## src/rtl/lookupflow_pkg.sv

```systemverilog
// Shared definitions for the flow-lookup requester: key layout, frame byte
// offsets, IPv4 ethertype and the requester FSM state encoding.
package lookupflow_pkg;

  // Lookup key layout: {port, src MAC, src IP, dst IP}
  localparam int unsigned KEY_W        = 116;
  localparam int unsigned KEY_PORT_W   = 4;
  localparam int unsigned KEY_MAC_W    = 48;
  localparam int unsigned KEY_IP_W     = 32;
  localparam int unsigned KEY_PORT_LSB = 112;
  localparam int unsigned KEY_MAC_LSB  = 64;
  localparam int unsigned KEY_SIP_LSB  = 32;
  localparam int unsigned KEY_DIP_LSB  = 0;

  localparam logic [15:0] ETH_TYPE_IPV4 = 16'h0800;

  // Byte offsets within the frame (byte 0 = dst MAC MSB)
  localparam logic [5:0] OFF_SRC_MAC = 6'd6;
  localparam logic [5:0] OFF_ETH_HI  = 6'd12;
  localparam logic [5:0] OFF_ETH_LO  = 6'd13;
  localparam logic [5:0] OFF_SRC_IP  = 6'd26;
  localparam logic [5:0] OFF_DST_IP  = 6'd30;
  localparam logic [5:0] OFF_LAST    = 6'd33;

  typedef enum logic [2:0] {
    StIdle,
    StParse,
    StReq,
    StResult,
    StDrain
  } lookup_state_e;

endpackage

```

## src/rtl/lookup_key_capture.sv

```systemverilog
// Byte counter and field capture for the lookup key. Fields are shifted in
// big-endian as their bytes arrive; the final dst IP byte is taken straight
// from the bus so the key is complete on the edge that carries byte 33.
module lookup_key_capture
  import lookupflow_pkg::*;
#(
  parameter logic [3:0] INGRESS_PORT = 4'h0
) (
  input  logic             clk_i,
  input  logic             rst_i,
  input  logic             start_i,   // byte 0 seen in IDLE
  input  logic             parse_i,   // FSM is in PARSE
  input  logic             rx_dv_i,
  input  logic [7:0]       rx_data_i,
  output logic [KEY_W-1:0] key_o,
  output logic             key_done_o,
  output logic             non_ip_o,
  output logic             runt_o
);

  logic [5:0]  cnt_q, cnt_d;
  logic [47:0] mac_q, mac_d;
  logic [7:0]  eth_hi_q, eth_hi_d;
  logic [31:0] sip_q, sip_d;
  logic [23:0] dip_q, dip_d;
  logic        byte_ok;

  assign byte_ok = parse_i && rx_dv_i;

  // Count bytes and shift each field in while its offset window is open
  always_comb begin
    cnt_d    = cnt_q;
    mac_d    = mac_q;
    eth_hi_d = eth_hi_q;
    sip_d    = sip_q;
    dip_d    = dip_q;
    if (start_i) begin
      cnt_d = 6'd1;
    end else if (byte_ok) begin
      cnt_d = cnt_q + 6'd1;
      if (cnt_q >= OFF_SRC_MAC && cnt_q < OFF_ETH_HI) mac_d = {mac_q[39:0], rx_data_i};
      if (cnt_q == OFF_ETH_HI) eth_hi_d = rx_data_i;
      if (cnt_q >= OFF_SRC_IP && cnt_q < OFF_DST_IP) sip_d = {sip_q[23:0], rx_data_i};
      if (cnt_q >= OFF_DST_IP && cnt_q < OFF_LAST) dip_d = {dip_q[15:0], rx_data_i};
    end
  end

  // Capture state registers
  always_ff @(posedge clk_i or posedge rst_i) begin
    if (rst_i) begin
      cnt_q    <= '0;
      mac_q    <= '0;
      eth_hi_q <= '0;
      sip_q    <= '0;
      dip_q    <= '0;
    end else begin
      cnt_q    <= cnt_d;
      mac_q    <= mac_d;
      eth_hi_q <= eth_hi_d;
      sip_q    <= sip_d;
      dip_q    <= dip_d;
    end
  end

  assign key_o      = {INGRESS_PORT, mac_q, sip_q, dip_q, rx_data_i};
  assign key_done_o = byte_ok && (cnt_q == OFF_LAST);
  assign non_ip_o   = byte_ok && (cnt_q == OFF_ETH_LO) && ({eth_hi_q, rx_data_i} != ETH_TYPE_IPV4);
  assign runt_o     = parse_i && !rx_dv_i;

endmodule

```

## src/rtl/lookup_requester.sv

```systemverilog
// Initiator side of the flow-lookup handshake: parses an ingress frame,
// issues a key lookup and emits one forwarding descriptor per frame.
// Optional build macro LOOKUP_TIMEOUT_EN bounds the ack wait to
// TIMEOUT_CYCLES and reports an expiry as a dropped, errored frame.
module lookup_requester
  import lookupflow_pkg::*;
#(
  parameter logic [3:0] INGRESS_PORT = 4'h0
`ifdef LOOKUP_TIMEOUT_EN
  ,
  parameter int unsigned TIMEOUT_CYCLES = 16
`endif
) (
  input  logic             sys_clk,
  input  logic             sys_rst,
  input  logic             rx_dv,
  input  logic [7:0]       rx_data,
  output logic             of_lookup_req,
  output logic [KEY_W-1:0] of_lookup_data,
  input  logic             of_lookup_ack,
  input  logic             of_lookup_err,
  input  logic [3:0]       of_lookup_fwd_port,
  output logic             res_valid,
  input  logic             res_ready,
  output logic [3:0]       res_fwd_port,
  output logic             res_drop,
  output logic             res_err,
  output logic [15:0]      ovr_cnt
);

  lookup_state_e    state_q, state_d;
  logic             req_q, req_d;
  logic [KEY_W-1:0] data_q, data_d;
  logic             valid_q, valid_d;
  logic [3:0]       fwd_q, fwd_d;
  logic             drop_q, drop_d;
  logic             err_q, err_d;
  logic [15:0]      ovr_q, ovr_d;
  logic             rx_dv_q;
  logic             rx_rise;
  logic             busy;

  logic [KEY_W-1:0] key;
  logic             key_done;
  logic             non_ip;
  logic             runt;

`ifdef LOOKUP_TIMEOUT_EN
  localparam logic [15:0] WaitLast = 16'(TIMEOUT_CYCLES - 1);
  logic [15:0] wait_q, wait_d;
`endif

  lookup_key_capture #(
    .INGRESS_PORT(INGRESS_PORT)
  ) u_capture (
    .clk_i     (sys_clk),
    .rst_i     (sys_rst),
    .start_i   ((state_q == StIdle) && rx_dv),
    .parse_i   (state_q == StParse),
    .rx_dv_i   (rx_dv),
    .rx_data_i (rx_data),
    .key_o     (key),
    .key_done_o(key_done),
    .non_ip_o  (non_ip),
    .runt_o    (runt)
  );

  assign rx_rise = rx_dv && !rx_dv_q;
  assign busy    = (state_q == StReq) || (state_q == StResult) || (state_q == StDrain);

  // Next state and next registered outputs; outputs only move on state entry
  always_comb begin
    state_d = state_q;
    req_d   = req_q;
    data_d  = data_q;
    valid_d = valid_q;
    fwd_d   = fwd_q;
    drop_d  = drop_q;
    err_d   = err_q;
    ovr_d   = ovr_q;
`ifdef LOOKUP_TIMEOUT_EN
    wait_d  = wait_q;
`endif

    // A frame that starts while we are still busy is skipped (drained)
    if (busy && rx_rise && (ovr_q != 16'hFFFF)) ovr_d = ovr_q + 16'd1;

    unique case (state_q)
      StIdle: begin
        if (rx_dv) state_d = StParse;
      end
      StParse: begin
        if (key_done) begin
          data_d  = key;
          req_d   = 1'b1;
          state_d = StReq;
`ifdef LOOKUP_TIMEOUT_EN
          wait_d  = '0;
`endif
        end else if (runt || non_ip) begin
          valid_d = 1'b1;
          drop_d  = 1'b1;
          err_d   = 1'b0;
          fwd_d   = '0;
          state_d = StResult;
        end
      end
      StReq: begin
        if (of_lookup_ack) begin
          req_d   = 1'b0;
          valid_d = 1'b1;
          state_d = StResult;
          if (of_lookup_err) begin
            drop_d = 1'b1;
            err_d  = 1'b1;
            fwd_d  = '0;
          end else if (of_lookup_fwd_port == 4'h0) begin
            drop_d = 1'b1;
            err_d  = 1'b0;
            fwd_d  = '0;
          end else begin
            drop_d = 1'b0;
            err_d  = 1'b0;
            fwd_d  = of_lookup_fwd_port;
          end
        end
`ifdef LOOKUP_TIMEOUT_EN
        // An ack on the expiry edge takes the branch above
        else if (wait_q == WaitLast) begin
          req_d   = 1'b0;
          valid_d = 1'b1;
          drop_d  = 1'b1;
          err_d   = 1'b1;
          fwd_d   = '0;
          state_d = StResult;
        end else begin
          wait_d = wait_q + 16'd1;
        end
`endif
      end
      StResult: begin
        if (res_ready) begin
          valid_d = 1'b0;
          state_d = rx_dv ? StDrain : StIdle;
        end
      end
      StDrain: begin
        if (!rx_dv) state_d = StIdle;
      end
      default: state_d = StIdle;
    endcase
  end

  // FSM state and registered outputs
  always_ff @(posedge sys_clk or posedge sys_rst) begin
    if (sys_rst) begin
      state_q <= StIdle;
      req_q   <= 1'b0;
      data_q  <= '0;
      valid_q <= 1'b0;
      fwd_q   <= '0;
      drop_q  <= 1'b0;
      err_q   <= 1'b0;
      ovr_q   <= '0;
      rx_dv_q <= 1'b0;
`ifdef LOOKUP_TIMEOUT_EN
      wait_q  <= '0;
`endif
    end else begin
      state_q <= state_d;
      req_q   <= req_d;
      data_q  <= data_d;
      valid_q <= valid_d;
      fwd_q   <= fwd_d;
      drop_q  <= drop_d;
      err_q   <= err_d;
      ovr_q   <= ovr_d;
      rx_dv_q <= rx_dv;
`ifdef LOOKUP_TIMEOUT_EN
      wait_q  <= wait_d;
`endif
    end
  end

  assign of_lookup_req  = req_q;
  assign of_lookup_data = data_q;
  assign res_valid      = valid_q;
  assign res_fwd_port   = fwd_q;
  assign res_drop       = drop_q;
  assign res_err        = err_q;
  assign ovr_cnt        = ovr_q;

endmodule

```

## config.mk

```make
export PLATFORM = sky130hd
export DESIGN_NAME = lookup_requester
export DESIGN_NICKNAME = d
export VERILOG_FILES = /design/src/rtl/lookupflow_pkg.sv /design/src/rtl/lookup_key_capture.sv /design/src/rtl/lookup_requester.sv
export SDC_FILE = /design/constraint.sdc
export NUM_CORES = 1
export LEC_CHECK = 0
export ABC_AREA = 0
export ABC_CLOCK_PERIOD_IN_PS = 8800
export CORE_MARGIN = 2
export CORE_UTILIZATION = 35
export CTS_BUF_LIST = sky130_fd_sc_hd__clkbuf_8 sky130_fd_sc_hd__clkbuf_16
export DETAILED_ROUTE_END_ITERATION = 16
export MAX_ROUTING_LAYER = met4
export PLACE_DENSITY = 0.53
export SLEW_MARGIN = 20
export SYNTH_ARGS = -nofsm -noshare
export SYNTH_HDL_FRONTEND = slang
export SYNTH_SLANG_ARGS = --single-unit
```

## constraint.sdc

```tcl
create_clock -name sys_clk -period 8.8 [get_ports sys_clk]
set_input_delay 0.88 -clock sys_clk [delete_from_list [all_inputs] [get_ports sys_clk]]
set_output_delay 0.88 -clock sys_clk [all_outputs]
set_load 0.05 [all_outputs]
```

==> impl_metrics.prom <==
# TYPE chip_impl_metric gauge
chip_impl_info{name="critical_path.reg2reg.endpoint",value="of_lookup_data[74]$_DFFE_PP0P_"} 1
chip_impl_metric{name="fin_max_slew_vios",unit=""} 0
chip_impl_metric{name="globalRouteTotalUtil",unit="%"} 14.3
chip_impl_metric{name="async_flop_share",unit="%"} 100
chip_impl_metric{name="mean_area_per_synthesized_cell",unit="sq um"} 16.0
chip_impl_metric{name="synthMuxAreaShare",unit="%"} 26.5
chip_impl_metric{name="vias_per_cell",unit=""} 4.77
chip_impl_metric{name="detail_route.iter0.violations",unit=""} 250
chip_impl_metric{name="timing.reg2reg.setup_slack",unit="ns"} 5.83
chip_impl_metric{name="cp.required",unit="ns"} 9.21
chip_impl_metric{name="nNetsFinal",unit=""} 851
chip_impl_metric{name="hold_buffer_count_at_cts",unit=""} 0
chip_impl_metric{name="clkSinkCount",unit=""} 258
chip_impl_metric{name="fin_cells",unit=""} 1240
chip_impl_info{name="start_kind",value="input pin"} 1
chip_impl_metric{name="yosys.area_share.xor_xnor",unit="%"} 1.31
chip_impl_metric{name="yosys_register_bits",unit=""} 258
chip_impl_metric{name="pin_count_of_the_biggest_net_entering_global_routing",unit=""} 179
chip_impl_metric{name="max-cap-violations",unit=""} 0
chip_impl_metric{name="route.final.wire_length",unit="mm"} 22.1
chip_impl_metric{name="portBuffers",unit=""} 153
chip_impl_metric{name="synth-compound-area-share",unit="%"} 3.08
chip_impl_metric{name="ant_nets",unit=""} 0
chip_impl_metric{name="cts-buffers-inserted",unit=""} 29
chip_impl_info{name="crit_type",value="input pin to register"} 1
chip_impl_metric{name="number_of_enable_flip_flop_cells_after_synthesis",unit=""} 0
chip_impl_metric{name="total_leakage_power",unit="uW"} 0.00650
chip_impl_metric{name="power.share.switching",unit="%"} 28.9
chip_impl_metric{name="post_synth_num_cell_types",unit=""} 58
chip_impl_metric{name="clkPwrFrac",unit="%"} 40.1
chip_impl_info{name="worst_hold_startpoint",value="res_err$_DFFE_PP0P_"} 1
chip_impl_metric{name="design.portCount",unit=""} 158
chip_impl_info{name="ys_top_cells_by_area",value="dfrtp_1 60%, mux2_2 16%, mux2_4 9.8%"} 1
chip_impl_info{name="timing.hold.worst.class",value="register to register"} 1
chip_impl_metric{name="yosysTopAreaCellShare",unit="%"} 60.5
chip_impl_metric{name="antenna_cell_count",unit=""} 0
chip_impl_info{name="critPathCaptureType",value="register"} 1
chip_impl_metric{name="cts-htree-levels",unit=""} 1
chip_impl_metric{name="grt_pass1_wl",unit="mm"} 35.2
chip_impl_metric{name="min_period_over_period",unit="%"} 35.4
chip_impl_info{name="r2r-start",value="u_capture.cnt_q[1]$_DFFE_PP0P_"} 1
chip_impl_metric{name="antenna_found_initial",unit=""} 0
chip_impl_metric{name="timing.setup.tns",unit="ns"} 0
chip_impl_metric{name="power.share.combinational",unit="%"} 15.1
chip_impl_metric{name="core-area",unit="sq um"} 29800
chip_impl_metric{name="die_w",unit="um"} 179
chip_impl_metric{name="combined_area_of_all_synthesized_cells",unit="sq um"} 10700
chip_impl_metric{name="globalRoute.totalOverflow",unit=""} 0
chip_impl_metric{name="fp.dieH",unit="um"} 179
chip_impl_metric{name="detail_route.wl_per_cell",unit="um"} 17.8
chip_impl_metric{name="synth_adder_area_share",unit="%"} 0.586
chip_impl_metric{name="hold_viol",unit=""} 0
chip_impl_metric{name="setup-violations-final",unit=""} 0
chip_impl_metric{name="post_route_cells_drive_above_1_share",unit="%"} 35.3
chip_impl_metric{name="post-route-drc-count",unit=""} 0
chip_impl_info{name="run_status",value="finished, final reports clean"} 1
chip_impl_metric{name="relSlewSlack",unit="%"} 29.1
chip_impl_metric{name="power.density_cell_area",unit="nW/um^2"} 227
chip_impl_metric{name="internal_power",unit="uW"} 2180
chip_impl_metric{name="post-cts-setup-buffers",unit=""} 0
chip_impl_metric{name="ctsLongestPathBuffers",unit=""} 3
chip_impl_metric{name="final_skew",unit="ns"} 0.0145
chip_impl_metric{name="worst-path-max-fanout",unit=""} 66
chip_impl_metric{name="worst-slew-pin-transition",unit="ns"} 1.06
chip_impl_metric{name="placed_instances",unit=""} 1187
chip_impl_metric{name="synth_sequential_area_ratio",unit="%"} 60.5
chip_impl_info{name="clock_tree.root_cell",value="clkbuf_16"} 1
chip_impl_info{name="rsz0062_at_grt",value="false"} 1
chip_impl_info{name="hold-path-endpoint",value="res_err$_DFFE_PP0P_"} 1
chip_impl_info{name="post-synth-top-area-cell",value="dfrtp_1"} 1
chip_impl_metric{name="first_pass_iters",unit=""} 4
chip_impl_metric{name="min_period",unit="ns"} 3.11
chip_impl_metric{name="synth_simple_gate_area_share",unit="%"} 5.04
chip_impl_metric{name="power_frac_seq",unit="%"} 44.8
chip_impl_info{name="critical_path.startpoint",value="rx_dv"} 1
chip_impl_metric{name="worst_ir_drop_vdd",unit="V"} 0.000202
chip_impl_metric{name="initial_utilization",unit="%"} 35.8
chip_impl_info{name="post-synth-top-count-cell",value="dfrtp_1"} 1
chip_impl_metric{name="filler_cell_count",unit=""} 2638
chip_impl_metric{name="hold_depth",unit=""} 1
chip_impl_info{name="ys.flop_type",value="dfrtp_1"} 1
chip_impl_metric{name="clock_latency",unit="ns"} 0.54
chip_impl_metric{name="gp_congestion",unit=""} 0.730
chip_impl_info{name="clock_tree_from_tritoncts",value="yes"} 1
chip_impl_metric{name="post_cts_resized",unit=""} 0
chip_impl_metric{name="num_rows",unit=""} 63
chip_impl_metric{name="cts.clk_slew.worst_paths",unit="ns"} 0.06
chip_impl_metric{name="die-area",unit="sq um"} 31900
chip_impl_metric{name="route.vias.total",unit=""} 5915
chip_impl_metric{name="first_global_vias",unit=""} 6318
chip_impl_metric{name="reg2regPathDepth",unit=""} 7
chip_impl_metric{name="crit_arrival",unit="ns"} 3.53
chip_impl_metric{name="max_freq",unit="GHz"} 0.321
chip_impl_info{name="synth_top_family_by_area",value="multiplexers"} 1
chip_impl_info{name="yosys-top-cells-count",value="258 x dfrtp_1, 155 x mux2_2, 70 x mux2_4"} 1
chip_impl_metric{name="synth.yosys.warnings",unit=""} 0
chip_impl_metric{name="p_switching",unit="uW"} 884
chip_impl_metric{name="flow.area_growth_from_synthesis",unit="%"} 26.3
chip_impl_metric{name="detailedPlacementHpwl",unit="mm"} 14.1
chip_impl_metric{name="synth_cells",unit=""} 669
## how the worst max path moves through the flow
stage	end	slack, ns	cells after the start
finish	of_lookup_data[74]$_DFFE_PP0P_	5.69	6
global route	of_lookup_data[100]$_DFFE_PP0P_	5.56	6
CTS	of_lookup_data[100]$_DFFE_PP0P_	5.66	6
detailed placement	of_lookup_data[100]$_DFFE_PP0P_	5.10	6
global placement	of_lookup_data[105]$_DFFE_PP0P_	5.19	6
floorplan	of_lookup_data[0]$_DFFE_PP0P_	0.82	1
## metrics by stage
| stage | cell area (sq um) | power, uW | setup WS [ns] | hold slack (ns) | util, % |
|---|---|---|---|---|---|
| final | 13500 | 3060 | 5.69 | 0.499 | 45.2 |
| after global placement | 12500 | 1840 | 5.19 | 0.484 | 41.9 |
| after CTS | 13500 | 3100 | 5.66 | 0.501 | 45.2 |
| after global routing | 13500 | 3190 | 5.56 | 0.512 | 45.2 |
| after detailed placement | 12500 | 1860 | 5.10 | 0.489 | 41.9 |
| after floorplan | 10700 | 1700 | 0.822 | 0.472 | - |
## critical path, cell delays in order
cell	delay, ns
clkdlybuf4s50_1	0.52
nor4bb_1	0.18
buf_4	0.19
nand2_8	0.37
buf_4	0.87
mux2_2	0.43
## flip-flops by register name, indices dropped and copies added, names as in the netlist
register / flops
res_drop: 1
rx_dv_q: 1
u_capture.sip_q: 32
u_capture.dip_q: 24
u_capture.mac_q: 48
res_valid: 1
res_fwd_port: 4
res_err: 1
u_capture.cnt_q: 6
of_lookup_req: 1
u_capture.eth_hi_q: 8
of_lookup_data: 112
ovr_cnt: 16
state_q: 3
## layer usage
metal  share of wire [%]  vias to the layer above  GRT usage (%)  routed length (um)
met5                   0                        -              -                   0
met3                 5.8                       37           3.43                1290
met2                  46                      142           22.2               10200
met4                 2.6                        0           3.93                 579
met1                  45                     3031           18.8                9950
li1                    -                     2705              -                   -
## cell usage in the layout, fill, tap and decap left out, drive strengths merged, types with 5 or more instances in the layout
cell type,netlist,routed
nor3,5,5
inv,8,14
nor2,9,9
xor2,10,10
clkinv,0,6
a22o,5,5
nor4,5,5
nand3,9,9
clkdlybuf4s50,0,153
a21oi,5,5
a211oi,5,5
buf,30,6
mux2,226,226
ha,5,5
nand2,17,17
clkbuf,4,34
o21ai,10,10
xnor2,6,6
dfrtp,258,258
nand2b,5,5
## power groups by stage
stage	Combinational (uW)	Sequential, uW	Clock, uW
global route	499	1390	1310
floorplan	241	1460	0
detailed placement	467	1390	0
global placement	455	1390	0
finish	463	1370	1230
CTS	468	1370	1260
## cells by family after synthesis
logic type / after synthesis
AOI/OAI and AO/OA: 41
xor gates and xnor gates: 16
adders and majority gates: 5
DFF: 258
and+or+nand+nor: 78
muxes: 228
buffers and inverters: 42
other: 1
## layout make-up
type / instances / area (sq um) / share of cell area, %
inverters: 8 / 37.5 / 0.278
well taps: 390 / 488 / 3.62
flip-flops and latches: 258 / 6460 / 47.9
clock buffers: 34 / 795 / 5.89
multi-input cells: 372 / 3930 / 29.1
repair buffers: 159 / 1590 / 11.8
clock inverters: 19 / 188 / 1.39
Power figures use the tool's default switching activity.
